<file path="config.mk">
export PLATFORM = sky130hd
export DESIGN_NAME = gfsk_demodulation
export DESIGN_NICKNAME = d
export VERILOG_FILES = /design/src/rtl/gfsk_demodulation.sv
export SDC_FILE = /design/constraint.sdc
export NUM_CORES = 2
export LEC_CHECK = 0
export CORE_MARGIN = 2
export CORE_UTILIZATION = 30
export DETAILED_ROUTE_END_ITERATION = 10
export PLACE_DENSITY_LB_ADDON = 0.12
export SLEW_MARGIN = 10
export SYNTH_ARGS = -nofsm -noshare
export SYNTH_HDL_FRONTEND = slang
export SYNTH_SLANG_ARGS = --single-unit
</file>
<file path="constraint.sdc">
create_clock -name clk -period 25 [get_ports clk]
set_input_delay 5 -clock clk [delete_from_list [all_inputs] [get_ports clk]]
set_output_delay 5 -clock clk [all_outputs]
set_load 0.05 [all_outputs]
</file>
<file path="src/rtl/gfsk_demodulation.sv">
// BTLE RX GFSK demodulator: FM discriminator, per-phase access-address search, locked payload output.
// Optional `GFSK_DEMODULATION_ERR_TOLERANCE_EN: accept an access address with at most one bit error.
module gfsk_demodulation #(
  parameter int SAMPLE_PER_SYMBOL       = 8,
  parameter int IQ_BIT_WIDTH            = 16,
  parameter int LEN_UNIQUE_BIT_SEQUENCE = 32,
  parameter int NUM_BIT_PAYLOAD_WIDTH   = 12
) (
  input  logic                               clk,
  input  logic                               rstn,
  input  logic [LEN_UNIQUE_BIT_SEQUENCE-1:0] unique_bit_sequence,
  input  logic [NUM_BIT_PAYLOAD_WIDTH-1:0]   num_payload_bit,
  input  logic signed [IQ_BIT_WIDTH-1:0]     i,
  input  logic signed [IQ_BIT_WIDTH-1:0]     q,
  input  logic                               iq_valid,
  input  logic                               iq_valid_last,
  output logic                               hit_flag,
  output logic                               phy_bit,
  output logic                               phy_bit_valid,
  output logic                               phy_bit_valid_last
);
  localparam int W  = IQ_BIT_WIDTH;
  localparam int LW = LEN_UNIQUE_BIT_SEQUENCE;
  localparam int NW = NUM_BIT_PAYLOAD_WIDTH;
  localparam int PW = (SAMPLE_PER_SYMBOL > 1) ? $clog2(SAMPLE_PER_SYMBOL) : 1;

  // ST_SEARCH : every sample feeds its phase shift register and is matched
  // ST_LOCKED : only samples on the locked phase produce payload bits
  typedef enum logic {ST_SEARCH = 1'b0, ST_LOCKED = 1'b1} state_t;

  logic signed [W-1:0] r_i1, r_q1, r_ip1, r_qp1, r_i_prev, r_q_prev;
  logic [PW-1:0]       r_ph_cnt, r_p1, r_lock_ph;
  logic                r_v1, r_last1;
  logic [NW-1:0]       r_cnt;
  logic [LW-1:0]       r_sr [SAMPLE_PER_SYMBOL];
  state_t              r_state, w_state_nxt;

  always_ff @(posedge clk or negedge rstn) begin
    if (!rstn) begin
      r_i1 <= '0; r_q1 <= '0; r_ip1 <= '0; r_qp1 <= '0;
      r_i_prev <= '0; r_q_prev <= '0;
      r_ph_cnt <= '0; r_p1 <= '0;
      r_v1 <= 1'b0; r_last1 <= 1'b0;
    end else begin
      r_v1    <= iq_valid;
      r_last1 <= iq_valid & iq_valid_last;
      if (iq_valid) begin
        r_i1  <= i;
        r_q1  <= q;
        r_ip1 <= r_i_prev;
        r_qp1 <= r_q_prev;
        r_p1  <= r_ph_cnt;
        // end of capture: next sample starts a fresh phase count with zero history
        if (iq_valid_last) begin
          r_i_prev <= '0; r_q_prev <= '0; r_ph_cnt <= '0;
        end else begin
          r_i_prev <= i; r_q_prev <= q; r_ph_cnt <= r_ph_cnt + 1'b1;
        end
      end
    end
  end

  logic signed [2*W-1:0] w_ip_x, w_qp_x, w_i_x, w_q_x, w_prod_a, w_prod_b;
  logic signed [2*W:0]   w_disc;
  logic                  w_bit, w_match;
  logic [LW-1:0]         w_sr_sel, w_sr_new;

  assign w_ip_x   = {{W{r_ip1[W-1]}}, r_ip1};
  assign w_qp_x   = {{W{r_qp1[W-1]}}, r_qp1};
  assign w_i_x    = {{W{r_i1[W-1]}}, r_i1};
  assign w_q_x    = {{W{r_q1[W-1]}}, r_q1};
  assign w_prod_a = w_ip_x * w_q_x;
  assign w_prod_b = w_qp_x * w_i_x;
  assign w_disc   = {w_prod_a[2*W-1], w_prod_a} - {w_prod_b[2*W-1], w_prod_b};
  assign w_bit    = !w_disc[2*W] && (w_disc != '0);
  assign w_sr_sel = r_sr[r_p1];
  assign w_sr_new = {w_bit, w_sr_sel[LW-1:1]};

`ifdef GFSK_DEMODULATION_ERR_TOLERANCE_EN
  localparam int CW = $clog2(LW + 1);
  logic [LW-1:0] w_diff;
  logic [CW-1:0] w_pop;
  assign w_diff = w_sr_new ^ unique_bit_sequence;
  always_comb begin
    w_pop = '0;
    for (int k = 0; k < LW; k++) w_pop = w_pop + CW'(w_diff[k]);
  end
  assign w_match = (w_pop <= CW'(1));
`else
  assign w_match = (w_sr_new == unique_bit_sequence);
`endif

  logic w_hit_nxt, w_bv_nxt, w_bit_nxt, w_last_nxt;
  logic w_sr_shift, w_sr_clr, w_load, w_dec;

  always_ff @(posedge clk or negedge rstn) begin
    if (!rstn) r_state <= ST_SEARCH;
    else       r_state <= w_state_nxt;
  end

  always_comb begin
    w_state_nxt = r_state;
    w_hit_nxt   = 1'b0;
    w_bv_nxt    = 1'b0;
    w_bit_nxt   = 1'b0;
    w_last_nxt  = 1'b0;
    w_sr_shift  = 1'b0;
    w_sr_clr    = 1'b0;
    w_load      = 1'b0;
    w_dec       = 1'b0;
    if (r_v1) begin
      case (r_state)
        ST_SEARCH: begin
          w_sr_shift = 1'b1;
          if (w_match) begin
            w_hit_nxt = 1'b1;
            // zero-length packet: clearing stops neighbouring phases re-hitting on the same AA
            if (num_payload_bit == '0) w_sr_clr = 1'b1;
            else begin
              w_load      = 1'b1;
              w_state_nxt = ST_LOCKED;
            end
          end
        end
        ST_LOCKED: begin
          if (r_p1 == r_lock_ph) begin
            w_bv_nxt  = 1'b1;
            w_bit_nxt = w_bit;
            w_dec     = 1'b1;
            if (r_cnt == NW'(1)) begin
              w_last_nxt  = 1'b1;
              w_sr_clr    = 1'b1;
              w_state_nxt = ST_SEARCH;
            end
          end
        end
        default: w_state_nxt = ST_SEARCH;
      endcase
      // capture end aborts an unfinished packet; a completed one keeps its last flag
      if (r_last1) begin
        w_sr_clr    = 1'b1;
        w_state_nxt = ST_SEARCH;
      end
    end
  end

  always_ff @(posedge clk or negedge rstn) begin
    if (!rstn) begin
      r_lock_ph <= '0;
      r_cnt     <= '0;
      for (int k = 0; k < SAMPLE_PER_SYMBOL; k++) r_sr[k] <= '0;
      hit_flag           <= 1'b0;
      phy_bit            <= 1'b0;
      phy_bit_valid      <= 1'b0;
      phy_bit_valid_last <= 1'b0;
    end else begin
      if (w_load) begin
        r_lock_ph <= r_p1;
        r_cnt     <= num_payload_bit;
      end else if (w_dec) begin
        r_cnt <= r_cnt - 1'b1;
      end
      if (w_sr_clr) begin
        for (int k = 0; k < SAMPLE_PER_SYMBOL; k++) r_sr[k] <= '0;
      end else if (w_sr_shift) begin
        r_sr[r_p1] <= w_sr_new;
      end
      hit_flag           <= w_hit_nxt;
      phy_bit            <= w_bit_nxt;
      phy_bit_valid      <= w_bv_nxt;
      phy_bit_valid_last <= w_last_nxt;
    end
  end
endmodule

</file>
== After elaboration in Yosys (flattened, before gate mapping) ==
Cells that the tools add are included.
Word-level totals
  word-level logic and storage cells: 86
  register bits: 380
  input port bits: 80
Cells by class
  reduce and logical (&&, ||, !) cells: 7
  equality and inequality tests: 3
  bitwise logic cells: 3
  muxes and demuxes: 41
  $add $sub $neg: 3
  $mul: 2
  magnitude comparators: 2
Operator list (count)
  $mux 256: 2
  $bwmux 256: 1
  $bmux 32 s3: 1
  $demux 32 s3: 1
  $mux 32: 3
  $mul 16x16->32: 2
  $reduce_bool 33->1: 1
  $sub 32x32->33: 1
  $eq 32x32->1: 1
  $mux 16: 2
  $mux 1: 26
  $mux 12: 2
  $eq 12x1->1 const B: 1
  $logic_not 12->1: 1
  $sub 12x1->12 const B: 1
  $ge 4x4->1 const B: 1
  $lt 4x1->1 const B: 1
  $not 3->4: 1
  $pmux 1 s2: 2
  $reduce_bool 2->1: 2
  $add 3x1->3 const B: 1
  $eq 3x3->1: 1
  $mux 3: 1
  $logic_and 1x1->1: 2
  other kinds (3): 3

== Depth between registers and ports, before layout ==
  word-level depth: 10
  depth in mapped cells: 34

== Worst setup path after synthesis ==
OpenSTA, ideal clock, no wires.
  path type: register -> register
  from: register r_i1[0]
  to: register r_lock_ph[1]
  setup slack: 16721 ps
  clock period less this slack: 8279 ps
  cell stages (with the launch flop): 29
  data required time: 24872 ps
  library setup time: 128 ps
  arrival: 8151 ps
  cells stage by stage: dfrtp_1 > clkbuf_1 > nand2_1 > inv_1 > fa_1 > fa_1 > fa_1 > inv_1 > fa_1 > fa_1 > fa_1 > fa_1 > inv_1 > fa_1 > inv_1 > ha_1 > clkbuf_1 > and4_1 > and4_1 > a31oi_1 > nand2_1 > a31oi_1 > o21ai_0 > a221oi_1 > xnor2_1 > a21oi_4 > mux2i_4 > buf_6 > mux2_1
On the way
  word-level cells in the longest chain between the ends: 8
RTL lines
  start, declared: RTL line 31  | logic signed [W-1:0] r_i1, r_q1, r_ip1, r_qp1, r_i_prev, r_q_prev;
  start signal, assigned: RTL line 48  | r_i1 <= i;
  $mul 16x16->32 (*): RTL line 73  | assign w_prod_b = w_qp_x * w_i_x;
  $sub 32x32->33 (*): RTL line 74  | assign w_disc = {w_prod_a[2*W-1], w_prod_a} - {w_prod_b[2*W-1], w_prod_b};
  $reduce_bool 33->1 or $logic_not 1->1 (tied branches): RTL line 75  | assign w_bit = !w_disc[2*W] && (w_disc != '0);
  $logic_and 1x1->1 (*): RTL line 75
  $eq 32x32->1 (*): RTL line 90  | assign w_match = (w_sr_new == unique_bit_sequence);
  $mux 1 (*): RTL line 115  | if (w_match) begin
  $mux 1 (*): RTL line 112  | case (r_state)
  $mux 1 (*): RTL line 111  | if (r_v1) begin
  end signal, assigned: RTL line 158  | r_lock_ph <= r_p1;
  end, declared: RTL line 32  | logic [PW-1:0] r_ph_cnt, r_p1, r_lock_ph;
Every way passes the cells marked *; elsewhere a longest branch is shown, timed or not.
A chain may end at the register's enable or synchronous reset.

== Final worst setup path ==
  from: register r_i1[0]
  to: register r_sr[202] in the netlist's numbering
On the way
  word-level cells in the longest chain between the ends: 10
RTL lines
  $mul 16x16->32 (*): RTL line 73
  $sub 32x32->33 (*): RTL line 74
  $reduce_bool 33->1 or $logic_not 1->1 (tied branches): RTL line 75
  $logic_and 1x1->1 (*): RTL line 75
  $eq 32x32->1 (*): RTL line 90
  $mux 1 (*): RTL line 115
  $pmux 1 s2 (*): RTL line 112
  $mux 1 (*): RTL line 140  | if (r_last1) begin
  $mux 1 (*): RTL line 111
  $mux 256 or $reduce_bool 2->1 (tied branches)
  end signal, assigned by index: RTL line 166  | r_sr[r_p1] <= w_sr_new;
  end, declared: RTL line 35  | logic [LW-1:0] r_sr [SAMPLE_PER_SYMBOL];
Marked as above.

==> results.sh <==
export IMPL_startpoint_type="flip-flop"
export IMPL_io_pins=84
export IMPL_syn_inst=3973
export IMPL_timing_final_crit_share_pct=49.08
export IMPL_die_w_um=367.8
export IMPL_synth_async_reset_ratio_pct=100.0
export IMPL_synth_top_area_share_pct=29.69
export IMPL_use_met3_pct=2.421
export IMPL_clock_fmax_mhz=81.49
export IMPL_setup_tns_ns=0
export IMPL_use_met1_pct=25.43
export IMPL_grt_overflow_total=0
export IMPL_max_slew_margin_pct=19.59
export IMPL_hold_path_class="flip-flop to flip-flop"
export IMPL_grt_pass1_wl_mm=184.5
export IMPL_cts_tree="yes"
export IMPL_syn_to_final_growth_pct=9.619
export IMPL_grt_busiest_layer="met2"
export IMPL_finClkSkew_ns=0.02030
export IMPL_grt_usage_pct=17.87
export IMPL_start_util_pct=30.21
export IMPL_drive_gt1_share_pct=12.37
export IMPL_antenna_found_initial=4
export IMPL_hpwl_mm=87.86
export IMPL_hold_end="r_qp1[14]$_DFFE_PN0P_"
export IMPL_worst_slew_pin_slew_ns=1.173
export IMPL_yosys_register_bits=372
export IMPL_drt_first_pass_iters=5
export IMPL_cp_arrival_ns=12.71
export IMPL_die_y_um=367.8
export IMPL_cts_buffers_inserted=47
export IMPL_wl_per_cell_um=20.73
export IMPL_crit_top_cell="fa_1"
export IMPL_cp_depth=30
export IMPL_setup_viol=0
export IMPL_ctsResizeCount=0
export IMPL_synth_area_leaders="fa_1 30%, dfrtp_1 23%, inv_1 6.3%"
export IMPL_finalMaxSlewViolations=0
export IMPL_post_synth_top_count_cell="inv_1"
export IMPL_rsz0062_at_grt="no"
export IMPL_worstPathRequired_ns=25.44
export IMPL_insertion_delay_ns=0.62
export IMPL_r2r_setup_slack_ns=12.73
export IMPL_critical_path_max_stage_delay_ns=0.92
export IMPL_crit_family="adder cells"
export IMPL_worst_setup_path_end_kind="flip-flop"
export IMPL_min_from="r_q_prev[14]$_DFFE_PN0P_"
export IMPL_seq_area_frac_synth_pct=23.44
export IMPL_drc=0
export IMPL_layout_nets=4751
export IMPL_synth_top_area_cell="fa_1"
export IMPL_nFillCells=13680
export IMPL_antenna_left=0
export IMPL_drt_iter0_markers=1585
export IMPL_die_area_um2=135300
export IMPL_cts_sink_count=372
export IMPL_crit_buf_inv=9
export IMPL_status="finished, final reports clean"
export IMPL_globalplace_congestion=0.9202
export IMPL_routed_wl_mm=118.4
export IMPL_num_vias=27010
export IMPL_yosys_warnings=0
export IMPL_syn_area_um2=39710
export IMPL_syn_num_nets=4806
export IMPL_post_drt_via_cell_ratio=4.728
export IMPL_core_area_um2=131500
export IMPL_io_buffer_count=83
export IMPL_ys_types=76
export IMPL_grt_pass1_vias=28610
export IMPL_rows=133
export IMPL_min_path_cells=1
export IMPL_post_cts_buffers=0
export IMPL_hold_buffers=0
export IMPL_finalCriticalPeriod_ns=12.27
export IMPL_htreeDepth=2
export IMPL_clk_pin_slew_ns=0.06
export IMPL_synth_edff_count=0
export IMPL_rr_worst_depth=30
export IMPL_yosys_most_used_dff="dfrtp_1"
export IMPL_worstPathMaxFanout=146
export IMPL_max_cap_viol_count=0
export IMPL_grt_max_degree=147
export IMPL_clockRootBuffer="clkbuf_16"
export IMPL_cpMaxStageDelayCell="buf_4"
export IMPL_reg2reg_to="r_sr[202]$_DFFE_PN0P_"
export IMPL_clockBufferDepth=3
export IMPL_rr_startpoint="r_i1[0]$_DFFE_PN0P_"
export IMPL_synth_commonest_cells="670 x inv_1, 589 x fa_1, 499 x nand2_1"
export IMPL_crit_type="flip-flop to flip-flop"
export IMPL_postSynthAreaPerCell_um2=9.995
export IMPL_hold_viol=0
export IMPL_grtUsageMet2_pct=29.13
## stage by stage
stage,hold slack [ns],cell area [um^2],setup WS (ns),util (%),std cells
5_1_grt,0.5161,43520,11.95,33.11,5710
3_5_place_dp,0.4930,41820,12.84,31.81,5624
4_1_cts,0.5065,43510,12.80,33.10,5709
3_3_place_gp,0.4903,41820,12.92,31.81,5624
2_1_floorplan,0.4530,39710,16.72,-,3973
6_report,0.4991,43530,12.73,33.11,5713
## sequential cells by signal (all words and copies together) (netlist names), 3 cells and up
| register | count |
|---|---|
| r_cnt | 12 |
| r_ph_cnt | 3 |
| r_q1 | 16 |
| r_i1 | 16 |
| r_ip1 | 16 |
| r_i_prev | 16 |
| r_q_prev | 16 |
| r_p1 | 3 |
| r_lock_ph | 3 |
| r_qp1 | 16 |
| r_sr | 248 |
## worst max path at each step
stage                                   start                  endpoint  slack [ns]
after global placement    r_i1[0]$_DFFE_PN0P_     r_sr[217]$_DFFE_PN0P_       12.92
final                     r_i1[0]$_DFFE_PN0P_     r_sr[202]$_DFFE_PN0P_       12.73
after detailed placement  r_i1[0]$_DFFE_PN0P_     r_sr[202]$_DFFE_PN0P_       12.84
after global routing      r_i1[0]$_DFFE_PN0P_     r_sr[202]$_DFFE_PN0P_       11.95
after floorplan           r_i1[0]$_DFFE_PN0P_  r_lock_ph[1]$_DFFE_PN0P_       16.72
after CTS                 r_i1[0]$_DFFE_PN0P_     r_sr[202]$_DFFE_PN0P_       12.80
## routing by layer
layer,routed length (um),vias up
met5,0,-
met4,2115,0
met1,54900,14040
met3,4888,97
met2,56500,469
li1,-,12400
## logic make-up (layout without fill, tap and decap cells)
kind of cell,count (synthesis),count (layout),share of synthesized area (%)
and+or+nand+nor,1219,1219,17.64
DFF,372,372,23.44
adders and majority gates,753,753,34.86
muxes,157,157,5.079
buffers and inverters,905,886,9.793
xor gates and xnor gates,86,86,1.897
other,0,4,0
AOI/OAI and AO/OA,481,481,7.288
## cell type report
type / instances / area (um^2) / area share [%]
antenna: 4 / 10.01 / 0.02299
clock buffer: 66 / 1379 / 3.167
clock inverter: 19 / 316.6 / 0.7272
inverter: 670 / 2515 / 5.777
multi-input combinational: 2696 / 26580 / 61.06
sequential: 372 / 9315 / 21.40
tap: 1755 / 2196 / 5.044
timing repair buffer: 131 / 1217 / 2.797
## layout by cell type, fill, tap and decap left out, drive strengths merged, types with 4 or more instances in the layout
master,instances
inv,670
fa,589
nand2,499
dfrtp,372
o21ai,296
and2,275
nor3,259
ha,164
mux2,103
clkdlybuf4s50,80
clkbuf,66
xnor2,62
a21oi,62
nor2,57
buf,51
mux2i,34
nand3b,32
a221oi,31
nor2b,26
xor2,24
mux4,20
nand2b,18
a22oi,16
nor4,16
nand4,12
a31oi,9
a22o,9
clkinv,8
o21a,7
o22ai,7
nand3,7
bufinv,7
or3,5
and4,5
o211ai,5
a221o,5
diode,4
o22a,4
clkinvlp,4
a21o,4
## worst reg2reg max path: cells and delay by family (launching register included)
kind,cells,cell delay [ns]
AOI/OAI and AO/OA,6,1.73
xor gates and xnor gates,1,0.20
adders and majority gates,9,4.20
buffers and inverters,9,3.49
DFF,1,0.78
muxes,1,0.92
and+or+nand+nor,4,0.81
Power is not shown: default switching activity piles up to over one toggle a cycle in this logic, so the estimate is an artifact.
